[config.mk]
export PLATFORM = sky130hd
export DESIGN_NAME = fifo_flex_flat
export DESIGN_NICKNAME = d
export VERILOG_FILES = /design/src/rtl/fifo_flex_if.sv /design/src/rtl/fifo_flex.sv /design/src/flat_wrapper.sv
export SDC_FILE = /design/constraint.sdc
export NUM_CORES = 1
export LEC_CHECK = 0
export CAP_MARGIN = 0
export CORE_MARGIN = 1
export CORE_UTILIZATION = 40
export CTS_CLUSTER_SIZE = 28
export DETAILED_ROUTE_END_ITERATION = 8
export REMOVE_ABC_BUFFERS = 1
export SYNTH_ARGS = -nofsm -noshare
export SYNTH_HDL_FRONTEND = slang
export SYNTH_SLANG_ARGS = --single-unit
[constraint.sdc]
create_clock -name clk -period 6.5 [get_ports clk]
set_clock_uncertainty 0.1 [all_clocks]
set_input_delay 1.3 -clock clk [delete_from_list [all_inputs] [get_ports clk]]
set_output_delay 1.3 -clock clk [all_outputs]
set_load 0.02 [all_outputs]
[src/rtl/fifo_flex_if.sv]
// Handshake bundle for fifo_flex: producer/consumer requests plus status.
// The master side drives requests; the FIFO implements the slave side.
interface fifo_flex_if #(
  parameter int DWIDTH = 32,
  parameter int DEPTH  = 16
);
  logic                     clear;
  logic                     write;
  logic [DWIDTH-1:0]        din;
  logic                     full;
  logic                     almost_full;
  logic                     read;
  logic [DWIDTH-1:0]        dout;
  logic                     empty;
  logic                     almost_empty;
  logic [$clog2(DEPTH):0]   count;
  logic                     overflow;
  logic                     underflow;

  modport master (
    output clear, write, din, read,
    input  full, almost_full, dout, empty, almost_empty, count, overflow, underflow
  );

  modport slave (
    input  clear, write, din, read,
    output full, almost_full, dout, empty, almost_empty, count, overflow, underflow
  );
endinterface

[src/rtl/fifo_flex.sv]
// Single-clock FIFO with registered or fall-through read, occupancy count,
// almost-full/almost-empty thresholds, synchronous clear and sticky errors.
module fifo_flex #(
  parameter int DWIDTH    = 32,
  parameter int DEPTH     = 16,
  parameter bit FWFT      = 1'b0,
  parameter int AFULL_TH  = 14,
  parameter int AEMPTY_TH = 2
) (
  input logic       clk,
  input logic       rst_n,
  fifo_flex_if.slave bus
);
  localparam int AW = $clog2(DEPTH);
  localparam int PW = AW + 1;
  localparam logic [PW-1:0] AF_TH    = PW'(AFULL_TH);
  localparam logic [PW-1:0] AE_TH    = PW'(AEMPTY_TH);
  localparam logic [PW-1:0] FULL_CNT = PW'(DEPTH);

  logic [DWIDTH-1:0] mem [DEPTH];

  logic [PW-1:0]     wr_ptr, rd_ptr;
  logic [PW-1:0]     wr_ptr_next, rd_ptr_next, count_next;
  logic [PW-1:0]     count_reg;
  logic              empty_reg, full_reg, almost_empty_reg, almost_full_reg;
  logic              overflow_reg, underflow_reg;
  logic [DWIDTH-1:0] hold_reg;
  logic [DWIDTH-1:0] head;
  logic              wr_accept, rd_accept;

  // Accept decisions use the registered (pre-edge) flags only, so a read
  // never makes room for a same-cycle write and vice versa.
  assign wr_accept = bus.write && !full_reg;
  assign rd_accept = bus.read && !empty_reg;
  assign head      = mem[rd_ptr[AW-1:0]];

  // Next pointers; occupancy is the pointer difference, with the extra MSB
  // telling a full FIFO (difference DEPTH) from an empty one.
  always_comb begin
    wr_ptr_next = wr_ptr;
    rd_ptr_next = rd_ptr;
    if (wr_accept) wr_ptr_next = wr_ptr + PW'(1);
    if (rd_accept) rd_ptr_next = rd_ptr + PW'(1);
    count_next = wr_ptr_next - rd_ptr_next;
  end

  // Storage write port; contents are never reset or cleared.
  always_ff @(posedge clk) begin
    if (wr_accept && !bus.clear) mem[wr_ptr[AW-1:0]] <= bus.din;
  end

  // Pointers, count, registered flags, sticky errors and read-data holder.
  always_ff @(posedge clk or negedge rst_n) begin
    if (!rst_n) begin
      wr_ptr           <= '0;
      rd_ptr           <= '0;
      count_reg        <= '0;
      empty_reg        <= 1'b1;
      full_reg         <= 1'b0;
      almost_empty_reg <= 1'b1;
      almost_full_reg  <= 1'b0;
      overflow_reg     <= 1'b0;
      underflow_reg    <= 1'b0;
      hold_reg         <= '0;
    end else if (bus.clear) begin
      wr_ptr           <= '0;
      rd_ptr           <= '0;
      count_reg        <= '0;
      empty_reg        <= 1'b1;
      full_reg         <= 1'b0;
      almost_empty_reg <= 1'b1;
      almost_full_reg  <= 1'b0;
      overflow_reg     <= 1'b0;
      underflow_reg    <= 1'b0;
    end else begin
      wr_ptr           <= wr_ptr_next;
      rd_ptr           <= rd_ptr_next;
      count_reg        <= count_next;
      empty_reg        <= (count_next == '0);
      full_reg         <= (count_next == FULL_CNT);
      almost_empty_reg <= (count_next <= AE_TH);
      almost_full_reg  <= (count_next >= AF_TH);
      if (bus.write && full_reg) overflow_reg <= 1'b1;
      if (bus.read && empty_reg) underflow_reg <= 1'b1;
      if (rd_accept) hold_reg <= head;
    end
  end

  // Registered mode shows the last popped word; fall-through mode shows the
  // head while data is present and the last popped word otherwise.
  generate
    if (FWFT) begin : g_fwft
      assign bus.dout = empty_reg ? hold_reg : head;
    end else begin : g_reg
      assign bus.dout = hold_reg;
    end
  endgenerate

  assign bus.count        = count_reg;
  assign bus.empty        = empty_reg;
  assign bus.full         = full_reg;
  assign bus.almost_empty = almost_empty_reg;
  assign bus.almost_full  = almost_full_reg;
  assign bus.overflow     = overflow_reg;
  assign bus.underflow    = underflow_reg;
endmodule

[src/flat_wrapper.sv]
// flat-port wrapper written by rule: the top's interface ports become plain ports
module fifo_flex_flat 
#(
  parameter int DWIDTH    = 32,
  parameter int DEPTH     = 16,
  parameter bit FWFT      = 1'b0,
  parameter int AFULL_TH  = 14,
  parameter int AEMPTY_TH = 2
)
  (clk, rst_n, bus_clear, bus_write, bus_din, bus_read, bus_full, bus_almost_full, bus_dout, bus_empty, bus_almost_empty, bus_count, bus_overflow, bus_underflow);
  fifo_flex_if #(.DWIDTH(DWIDTH), .DEPTH(DEPTH)) bus_i ();
  input logic clk;
  input logic rst_n;
  input wire logic [$bits(bus_i.clear)-1:0] bus_clear;
  input wire logic [$bits(bus_i.write)-1:0] bus_write;
  input wire logic [$bits(bus_i.din)-1:0] bus_din;
  input wire logic [$bits(bus_i.read)-1:0] bus_read;
  output wire logic [$bits(bus_i.full)-1:0] bus_full;
  output wire logic [$bits(bus_i.almost_full)-1:0] bus_almost_full;
  output wire logic [$bits(bus_i.dout)-1:0] bus_dout;
  output wire logic [$bits(bus_i.empty)-1:0] bus_empty;
  output wire logic [$bits(bus_i.almost_empty)-1:0] bus_almost_empty;
  output wire logic [$bits(bus_i.count)-1:0] bus_count;
  output wire logic [$bits(bus_i.overflow)-1:0] bus_overflow;
  output wire logic [$bits(bus_i.underflow)-1:0] bus_underflow;
  assign bus_i.clear = bus_clear;
  assign bus_i.write = bus_write;
  assign bus_i.din = bus_din;
  assign bus_i.read = bus_read;
  assign bus_full = bus_i.full;
  assign bus_almost_full = bus_i.almost_full;
  assign bus_dout = bus_i.dout;
  assign bus_empty = bus_i.empty;
  assign bus_almost_empty = bus_i.almost_empty;
  assign bus_count = bus_i.count;
  assign bus_overflow = bus_i.overflow;
  assign bus_underflow = bus_i.underflow;
  fifo_flex #(.DWIDTH(DWIDTH), .DEPTH(DEPTH), .FWFT(FWFT), .AFULL_TH(AFULL_TH), .AEMPTY_TH(AEMPTY_TH)) u_core (.clk(clk), .rst_n(rst_n), .bus(bus_i));
endmodule
Word-level counts from Yosys, hierarchy flattened
Memories as Yosys holds them, arrays and structs flattened. A register that Yosys moved wholly into a read port is not among the register bits.
Index checks and enable logic that the tools add are counted.
{"block": "classes", "div_mod_pow": 0, "reduce_logical": 13, "n_lt_le_gt_ge": 2, "eq_ne": 1, "mul": 0, "n_mux": 15, "n_addsub": 3, "shift": 0, "bitwise": 1}
{"operator": "5-bit 2-to-1 mux", "n": 5}
{"operator": "5-bit by 1-bit adder with 5-bit output, second input constant", "n": 2}
{"operator": "1-bit 2-to-1 mux", "n": 10}
{"operator": "5-bit == test, second input constant", "n": 1}
{"operator": "5-bit by 4-bit >= comparator with 1-bit output, second input constant", "n": 1}
{"operator": "5-bit by 2-bit <= comparator with 1-bit output, second input constant", "n": 1}
{"operator": "1-bit logical AND", "n": 5}
{"operator": "5-bit zero test", "n": 1}
{"operator": "5-bit subtractor", "n": 1}
{"operator": "1-bit zero test", "n": 4}
{"operator": "2-bit nonzero test", "n": 2}
{"operator": "2-bit AND reduction", "n": 1}
{"operator": "1-bit NOT", "n": 1}
{"block": "totals", "latch_bits": 0, "mem_count": 1, "wordCells": 45, "register_bits": 21, "rom_bits": 0, "mem_bits_rw": 512}
{"memory": "u_core.mem", "depth": 16, "word_bits": 32, "read_ports": 1, "rd_clocked_by_memory_dff": 1, "write_ports": 1, "line": "fifo_flex.sv:20", "rtl": "logic [DWIDTH-1:0] mem [DEPTH];"}

Logic depth before layout (Yosys ltp)
{"block": "logic_depth", "ltp_word": 6, "ltp_mapped": 12, "mapped_depth_nobuf": 10}

Worst setup path after synthesis
OpenSTA, ideal clock, no wires.
{"block": "synth_path", "path_kind": "input-to-reg", "start": "in bus_read", "end": "reg u_core.full_reg, in the netlist u_core.bus.full", "cell_stages": 11, "t_required_ns": 6.332, "setup_ns": 0.068, "path_buffers": 1, "t_arrival_ns": 3.436, "slack_ns": 2.896, "cell_sequence": "nor2b_1 -> buf_2 -> xor2_1 -> ha_1 -> fa_1 -> inv_1 -> a21o_1 -> a21oi_1 -> xnor3_1 -> or2_1 -> and4b_1"}
{"block": "synth_between", "elab_chain_len": 5}
{"item": "from (decl)", "line": "flat_wrapper.sv:17", "rtl": "input wire logic [$bits(bus_i.read)-1:0] bus_read;"}
{"item": "1-bit logical AND", "line": "fifo_flex.sv:34", "rtl": "assign rd_accept = bus.read && !empty_reg;"}
{"item": "5-bit 2-to-1 mux", "line": "fifo_flex.sv:43", "rtl": "if (rd_accept) rd_ptr_next = rd_ptr + PW'(1);"}
{"item": "5-bit subtractor", "line": "fifo_flex.sv:44", "rtl": "count_next = wr_ptr_next - rd_ptr_next;"}
{"item": "5-bit == test", "line": "fifo_flex.sv:80", "rtl": "full_reg <= (count_next == FULL_CNT);"}
{"item": "1-bit 2-to-1 mux", "line": "fifo_flex.sv:65", "rtl": "end else if (bus.clear) begin"}
{"item": "to (signal assigned)", "line": "fifo_flex.sv:80"}
{"item": "to (decl)", "line": "fifo_flex.sv:25", "rtl": "logic empty_reg, full_reg, almost_empty_reg, almost_full_reg;"}
Every way passes these cells.
A chain may end at the register's enable or synchronous reset.

Worst setup path in the final report
Ends and elaborated chain as after synthesis.

==> results_dict.tcl <==
set metrics [dict create \
    arrival_ps 4360 \
    synth_edf_count 512 \
    die_width_um 234.3 \
    clk_pin_slew_ps 60 \
    worst_pin_slew_ps 1134 \
    place_hpwl_um 22480 \
    post_cts.repair.setup_buffers 0 \
    ys.flop_type "edfxtp_1" \
    start_kind "input port" \
    viasPerCell 5.339 \
    synth-compound-area-share_pct 0.3361 \
    synthXorXnorAreaFrac_pct 0.5506 \
    drt_iter0_drc 705 \
    syn_avg_cell_area_sq_um 24.23 \
    dr.pass1.iters 5 \
    utilization_pct 47.00 \
    antenna_found_initial 1 \
    cts_hold_buf 0 \
    cts_resized 0 \
    maxSlewHeadroom_pct 24.37 \
    grt_overflow 0 \
    nNetsFinal 1046 \
    ys_seq_elements 565 \
    crit_fanout 6 \
    maxSlewViolCount 0 \
    cap_violations 0 \
    multi_input_area_sq_um 4633 \
    cpMaxStageDelayCell "nor2b_1" \
    postRouteAntennaNets 0 \
    wl_um 42480 \
    cts_sinks 565 \
    max_stage_delay_ps 500 \
    synthTopCellsByArea "edfxtp_1 (71%), mux4_2 (17%), dfrtp_1 (5.9%)" \
    postSynth.asyncResetShare_pct 9.381 \
    crit_buf_inv 2 \
    end_kind "flop" \
    htree_levels 2 \
    synth_fa_ha_area_share_pct 0.6143 \
    synthCells 891 \
    outcome "finished clean" \
    max_freq_ghz 0.2546 \
    layout-drive-gt1-share_pct 29.43 \
    io_pins 80 \
    dieArea_sq_um 54910 \
    synth-simple-area-share_pct 1.304 \
    vias 9242 \
    diodes 0 \
    yosys_warnings 0 \
    clock_path_buffers 3 \
    netlist.area_leader.share_pct 71.21 \
    largest_register_ffs 512 \
    synth.area.mux_share_pct 18.53 \
    worst-setup-path-type "input port to flop" \
    whs_ps 399.7 \
    portBuffers 79 \
    area_growth_syn_to_layout_pct 15.32 \
    grt_pass1_vias 9796 \
    gpl.final_weighted_congestion 0.7223 \
    power.ir.vdd_worst_mv 0.2073 \
    wire_per_inst_um 24.54 \
    syn_area_sq_um 21590 \
    fillers 4312 \
    cts_root_buf "clkbuf_16" \
    synthDistinctLibCells 38 \
    rsz0062_at_grt "false" \
    core_area_sq_um 52970 \
    grt_start_max_net_pins 76 \
    crit_chain "clkdlybuf4s50_1, nor2b_1, xor2_1, ha_1, fa_1, inv_1, a21o_1, a21oi_1, xnor3_1, or2_1, and4b_1" \
    p_per_area_nw_per_um2 349.3 \
    clk_latency_ps 590 \
    crit_family "simple AND/OR/NAND/NOR gates" \
    synth.largest_area_cell "edfxtp_1" \
    crit_required_ps 6930 \
    drc_errors 0 \
    hp-class "flop to flop" \
    initial_core_util_pct 40.76 \
    hold_viol_final 0 \
    fin_crit_ps 3928 \
    fp-row-count 84 \
    seq_area_sq_um 16710 \
    track_usage_pct 16.07 \
    post-route-period-util_pct 60.42 \
    fp.dieH_um 234.3 \
    ys_seq_area_share_pct 77.37 \
    cts_tree "built" \
    grt_first_pass_wirelength_um 63710 \
    synth_top_family_by_area "multiplexers" \
    p_leak_nw 7.785 \
    cts_inserted_buffers 55 \
    setup_violations 0 \
]
area by class of cell:
class	count	share of cell area, %
clock inverters	17	0.6935
flip-flops and latches	565	67.13
well taps	688	3.458
multi-input cells	275	18.61
inverters	6	0.09046
clock buffers	84	6.297
repair buffers	96	3.719
placed cells by master, fill, tap and decap left out, types with 2 or more instances in the layout:
master / instances
clkbuf_16: 57
inv_2: 2
clkinv_2: 3
and3_2: 8
mux4_2: 160
a21oi_1: 3
nor2b_1: 6
dfrtp_1: 47
clkbuf_1: 23
inv_1: 4
nor2_1: 13
clkbuf_8: 4
nand2_1: 2
bufinv_16: 4
dfstp_2: 2
mux2_2: 32
dfrtp_4: 2
dfrtp_2: 2
edfxtp_1: 512
and2_2: 8
buf_4: 16
ha_1: 9
nand4_1: 4
clkinv_1: 10
clkdlybuf4s50_1: 78
xor2_1: 7
xnor2_1: 4
synthesized netlist by cell type (all sizes together), types with 3 or more instances:
cell type,count
edfxtp,512
mux4,160
dfrtp,51
mux2,32
buf,29
clkbuf,16
nor2,13
and2,9
ha,9
and3,8
nor2b,8
xor2,7
inv,6
nand4,4
xnor2,4
a21oi,3
worst paths after layout:
check                      depth (start not counted)                               to                             from  slack, ps
max                                               11        u_core.bus.full$_DFF_PN0_                         bus_read       2570
min                                                2  u_core.bus.overflow$_DFFE_PN0P_  u_core.bus.overflow$_DFFE_PN0P_        400
max reg2reg                                       10        u_core.bus.full$_DFF_PN0_       u_core.bus.empty$_DFF_PN1_       3410
min reg2reg                                        2  u_core.bus.overflow$_DFFE_PN0P_  u_core.bus.overflow$_DFFE_PN0P_        400
max in group asynchronous                          2       u_core.rd_ptr[0]$_DFF_PN0_                            rst_n       4940
min in group asynchronous                          2   u_core.bus.dout[8]$_DFFE_PN0P_                            rst_n        770
report_power, final:
group | leakage, nW | internal [W] | switching (W) | total (W)
logic | 1.68 | 0.000725 | 0.000618 | 0.00134
registers | 5.26 | 0.00413 | 0.000111 | 0.00424
clock network | 0.842 | 0.00181 | 0.00130 | 0.00311
total | 7.78 | 0.00667 | 0.00203 | 0.00870
through the flow:
step	setup slack [ps]	cells	setup TNS (ps)	cell area, sq um	power [W]
floorplan	-975.9	846	-8036	21330	0.005256
global placement	2039	1630	0	23160	0.005688
detailed placement	2003	1630	0	23160	0.005698
CTS	2605	1731	0	24900	0.008808
global route	2405	1731	0	24900	0.009016
finish	2572	1731	0	24900	0.008695
kinds of logic (layout without fill, tap and decap cells):
group,Yosys count,in the layout
AOI/OAI and AO/OA,9,9
buffers and inverters,51,203
adders and majority gates,10,10
xor gates and xnor gates,12,12
muxes,194,194
DFF,565,565
and+or+nand+nor,50,50
metal layers:
| metal | global-route usage, % | up-vias | share of wire [%] |
|---|---|---|---|
| met3 | 3.417 | 58 | 4.3 |
| li1 | - | 3988 | - |
| met4 | 4.294 | 2 | 1.9 |
| met2 | 25.44 | 185 | 48 |
| met1 | 22.67 | 5009 | 46 |
| met5 | 0 | - | 0.031 |
worst register-to-register path, cell delays in order, from the launching register on:
cell     delay [ps]
dfstp_2         380
nor2b_1         470
xor2_1          190
ha_1            280
fa_1            460
inv_1            70
a21o_1          100
a21oi_1          60
xnor3_1         400
or2_1           260
and4b_1         260
Note: power is estimated with default switching activity, not from simulation.
